File: src/rtl/qsn_perm_sched.sv
// qsn_perm_sched: issues per-submatrix QSN shift factors from the layer ROM and tracks permuted-data arrival
module qsn_perm_sched #(
  parameter int CHECK_PARALLELISM = 85,
  parameter int SHIFT_WIDTH = 7,
  parameter int ADDR_WIDTH = 6,
  parameter int LEN_WIDTH = 4,
  parameter int BS_PIPELINE_LEVEL = 2,
  parameter int CTRL_LATENCY = 1
) (
  input  logic                   sys_clk,
  input  logic                   rstn,
  input  logic                   start,
  input  logic [ADDR_WIDTH-1:0]  layer_base,
  input  logic [LEN_WIDTH-1:0]   layer_len,
  input  logic                   hold,
  output logic                   rom_rd_en,
  output logic [ADDR_WIDTH-1:0]  rom_addr,
  input  logic [SHIFT_WIDTH-1:0] rom_shift,
  output logic [SHIFT_WIDTH-1:0] shift_factor,
  output logic                   shift_valid,
  output logic                   perm_valid,
  output logic [LEN_WIDTH-1:0]   perm_idx,
  output logic                   busy,
  output logic                   done,
  output logic                   shift_err
);
  localparam int PERM_LATENCY = CTRL_LATENCY + BS_PIPELINE_LEVEL;
  localparam int DEPTH = 2 + PERM_LATENCY;
  typedef enum logic [1:0] {IDLE, ISSUE, DRAIN, DONE} state_t;
  state_t state;
  logic [ADDR_WIDTH-1:0] base;
  logic [LEN_WIDTH-1:0] len, cnt;
  logic [DEPTH-1:0] v;
  logic [LEN_WIDTH-1:0] idx [DEPTH];
  logic rd, is_null, is_oor;
  assign rd = (state == ISSUE) && !hold;
  assign rom_rd_en = rd;
  assign rom_addr = rd ? base + ADDR_WIDTH'(cnt) : '0;
  assign is_null = rom_shift == '1;
  assign is_oor = !is_null && rom_shift >= SHIFT_WIDTH'(CHECK_PARALLELISM);
  // stage 0 tracks the outstanding ROM read; null entries drop out at stage 1
  assign shift_valid = v[1];
  assign perm_valid = v[DEPTH-1];
  assign perm_idx = perm_valid ? idx[DEPTH-1] : '0;
  assign busy = state != IDLE;
  assign done = state == DONE;
  always_ff @(posedge sys_clk or negedge rstn) begin
    if (!rstn) begin
      state <= IDLE;
      base <= '0;
      len <= '0;
      cnt <= '0;
      shift_err <= 1'b0;
    end else begin
      if (v[0] && is_oor) shift_err <= 1'b1;
      case (state)
        IDLE: if (start) begin
          base <= layer_base;
          len <= layer_len;
          cnt <= '0;
          shift_err <= 1'b0;
          state <= (layer_len == '0) ? DONE : ISSUE;
        end
        ISSUE: if (!hold) begin
          cnt <= cnt + 1'b1;
          if (cnt == len - 1'b1) state <= DRAIN;
        end
        DRAIN: if (v == '0) state <= DONE;
        default: state <= IDLE;
      endcase
    end
  end
  always_ff @(posedge sys_clk or negedge rstn) begin
    if (!rstn) begin
      v <= '0;
      shift_factor <= '0;
      idx <= '{default: '0};
    end else begin
      v <= {v[DEPTH-2:1], v[0] & ~is_null, rd};
      idx[0] <= cnt;
      for (int k = 1; k < DEPTH; k++) idx[k] <= idx[k-1];
      if (v[0] && !is_null) shift_factor <= is_oor ? '0 : rom_shift;
    end
  end
endmodule
File: config.mk
export PLATFORM = sky130hd
export DESIGN_NAME = qsn_perm_sched
export DESIGN_NICKNAME = d
export VERILOG_FILES = /design/src/rtl/qsn_perm_sched.sv
export SDC_FILE = /design/constraint.sdc
export NUM_CORES = 1
export LEC_CHECK = 0
export CAP_MARGIN = 20
export CORE_MARGIN = 5
export CORE_UTILIZATION = 52
export CTS_BUF_LIST = sky130_fd_sc_hd__clkbuf_4
export DETAILED_ROUTE_END_ITERATION = 7
export GPL_TIMING_DRIVEN = 0
export PLACE_DENSITY = 0.85
export SKIP_CTS_REPAIR_TIMING = 1
export SYNTH_ARGS = -nofsm -noshare
export SYNTH_HDL_FRONTEND = slang
export SYNTH_SLANG_ARGS = --single-unit
File: constraint.sdc
create_clock -name sys_clk -period 2.4 [get_ports sys_clk]
set_input_delay 0.36 -clock sys_clk [delete_from_list [all_inputs] [get_ports sys_clk]]
set_output_delay 0.36 -clock sys_clk [all_outputs]
set_load 0.01 [all_outputs]
==> summary.md <==
| Metric | Value |
|---|---|
| Status | finished with violations |
| Failing checks | negative setup slack |
| Final Wtd Congestion | 0.725 |
| WS Path Type | reg2out |
| Mapped cell area | 2100 µm² |
| Count leader, synth | dfrtp_1 |
| Number of global-route vias before repair | 1410 |
| Final slew viol count | 0 |
| GRT met2 Usage | 25.5% |
| CP Cell Sequence | ha_1 -> a21o_1 -> a21oi_2 -> nor2_1 -> o21ai_1 -> mux2i_1 -> buf_2 |
| Worst-path clk slew | 130 ps |
| Area added between synthesis and finish | 30.7% |
| # fillers | 309 |
| Largest net degree at the start of global routing | 33 |
| Met3 GRT Util | 4.10% |
| Final Net Count | 268 |
| Residual DRC | 0 |
| PwrDens | 1140 nW/µm² |
| Max rail drop VDD | 0.000687 V |
| Share of the synthesized area in the top cell type | 58.5% |
| Finished Cell Area | 2740 µm² |
| Ant. Diodes | 0 |
| Reg area | 1230 µm² |
| Syn Inst Count | 180 |
| Worst R2R Path Depth | 5 |
| Delay-heaviest family, CP | compound AO/OA/AOI/OAI gates |
| First-pass GRT wire length | 6.29 mm |
| DR vias | 1494 |
| Critical path origin | cnt[1]$_DFFE_PN0P_ |
| Worst relative slew slack | 58.8% |
| Post-DP HPWL | 2.87 mm |
| Synth Register Bits | 49 |
| Clock buffer depth | 2 |
| Avg WL per Cell | 13.6 µm |
| CTS tree | done |
| Worst-margin pin slew | 613 ps |
| Final setup violation count | 1 |
| R2r setup slk | 520 ps |
| Area contributors post-synth | dfrtp_1 58%, ha_1 6.0%, mux2_2 5.4% |
| Avg Vias per Cell | 5.21 |
| Setup crit end kind | primary output |
| Final WS setup | -7.20 ps |
| TritonCTS Buffers | 5 |
| GRT Max-Usage Layer | met2 |
| Multi-input logic area | 845 µm² |
| Synth unique cells | 36 |
| Buf/Inv on CP | 1 |
| Ys Warns | 0 |
| Final Hold Fails | 0 |
| Synth Area in Adders | 6.92% |
| Row count | 23 |
| Largest fanout on the critical path | 5 |
| Routed Wire Length | 3.89 mm |
| Die X | 73.5 µm |
| Leak pwr | 1.36 nW |
| Syn_nets | 212 |
| FMAX | 415 MHz |
| R2R Path End | state[1]$_DFFE_PN0P_ |
| H-tree Lvls | 2 |
| Total grt overflow | 0 |
| Initial Util | 53.2% |
| IO buf count | 43 |
| Post-synthesis average cell area | 11.7 µm² |
| Largest family of logic cells by synthesized area | simple AND/OR/NAND/NOR gates |
| Final ANT Viol Nets | 0 |
| Slowest library cell on the worst path | dfrtp_2 |
| Sequential fraction of the synthesis area | 58.5% |
| TritonRoute pass-1 iters | 4 |
| Compound-Gate Fraction of Synth Area | 8.17% |
| Async set or reset register ratio after synthesis | 100% |
| EDFF count, synth | 0 |
| Synth area leader | dfrtp_1 |
| Synth Area in Simple Gates | 12.8% |
| Met1 Resource Use GR | 18.8% |
| CP required | 2040 ps |
| GRT Total Usage | 15.1% |
| Cells after DPL | 274 |
| Design Power | 3.11 mW |
| Tcrit/Tclk final | 100% |
| Clock skew | 4.72 ps |
| Commonest cells in the synthesized netlist | 49 x dfrtp_1, 18 x nand2_1, 15 x inv_1 |
| Hold Path Class | reg2reg |
| Worst EP arrival | 2050 ps |
| # IOs | 44 |
| Die height | 73.5 µm |
| Startpoint types | flip-flop |
| # clock sinks | 49 |
| Synth Area in XOR/XNOR | 3.28% |
| Initial DRC Count | 73 |
| CTS root buffer | clkbuf_4 |
| R2r startpoint | v[4]$_DFF_PN0_ |
| Crit-path max cell delay | 470 ps |
| WHS | 363 ps |
| Primary FF master, synth | dfrtp_1 |
| Post-route setup TNS | -7.20 ps |
| Cell depth of the worst setup path | 7 |
| Finished Layout Cells | 287 |
| Proportion of synthesized area in mux cells | 7.34% |
| Layout cells sized above 1 | 16.9% |
| Initial antenna violation count | 0 |
| Core area | 3940 µm² |
| Worst Setup EP | rom_addr[5] |
| Fin crit period | 2410 ps |
| Clock Latency Late Sink | 350 ps |
| Post-placement cell area | 2610 µm² |
| Maxcap violations | 0 |
| RSZ-0062 raised after global routing | true |
| Die Area | 5400 µm² |
[report_power, final]
part	switching, mW	total [mW]	internal, mW
Sequential	0.209	1.35	1.14
Clock	0.248	0.374	0.126
Combinational	0.649	1.39	0.738
Total	1.11	3.11	2.01
[state kept, by name (all words and copies together) (netlist names)]
| name | flops |
|---|---|
| idx | 20 |
| state | 2 |
| base | 6 |
| cnt | 4 |
| v | 5 |
| shift_err | 1 |
| shift_factor | 7 |
| len | 4 |
[cells in the final DEF, fill, tap and decap left out, drive strengths merged, types with 4 or more instances in the layout]
| cell type | instances |
|---|---|
| a21oi | 7 |
| and2 | 4 |
| buf | 9 |
| clkbuf | 8 |
| clkdlybuf4s50 | 36 |
| dfrtp | 49 |
| ha | 10 |
| inv | 15 |
| mux2 | 11 |
| nand2 | 18 |
| nand3 | 10 |
| nor2 | 9 |
| o21ai | 8 |
| xnor2 | 4 |
[worst min path at each step]
stage                            from                  end  slack [ps]  cells past startpoint
finish              idx[14]$_DFF_PN0_    idx[10]$_DFF_PN0_         360                      0
global route         idx[8]$_DFF_PN0_     idx[4]$_DFF_PN0_         380                      0
CTS                              rstn       v[0]$_DFF_PN0_         -90                      1
detailed placement               rstn     idx[1]$_DFF_PN0_         320                      1
global placement    idx[17]$_DFF_PN0_    idx[13]$_DFF_PN0_         330                      0
floorplan                        rstn  base[0]$_DFFE_PN0P_          60                      0
[through the flow]
stage	setup WS [ps]	util (%)
2_1_floorplan	448	-
3_3_place_gp	-305	65.7
3_5_place_dp	-225	66.1
4_1_cts	-664	67.6
5_1_grt	-143	69.5
6_report	-7.20	69.5
[metal layers]
layer	wire (µm)	up-vias
met5	0	-
met1	1610	716
met4	69	0
met3	261	7
li1	-	722
met2	1940	49
[logic make-up after synthesis]
kind of cell | count (synthesis)
compound gates | 27
xor+xnor | 7
fa+ha+maj | 11
buf+inv | 17
flops | 49
mux | 14
simple gates | 55
[layout make-up]
| class | count | area share (%) |
|---|---|---|
| flip-flops and latches | 49 | 44.8 |
| multi-input cells | 114 | 30.8 |
| repair buffers | 50 | 17.7 |
| well taps | 50 | 2.28 |
| inverters | 15 | 2.05 |
| clock buffers | 6 | 1.64 |
| clock inverters | 2 | 0.548 |
| plain buffers | 1 | 0.137 |
Note: power is estimated with default switching activity, not from simulation.
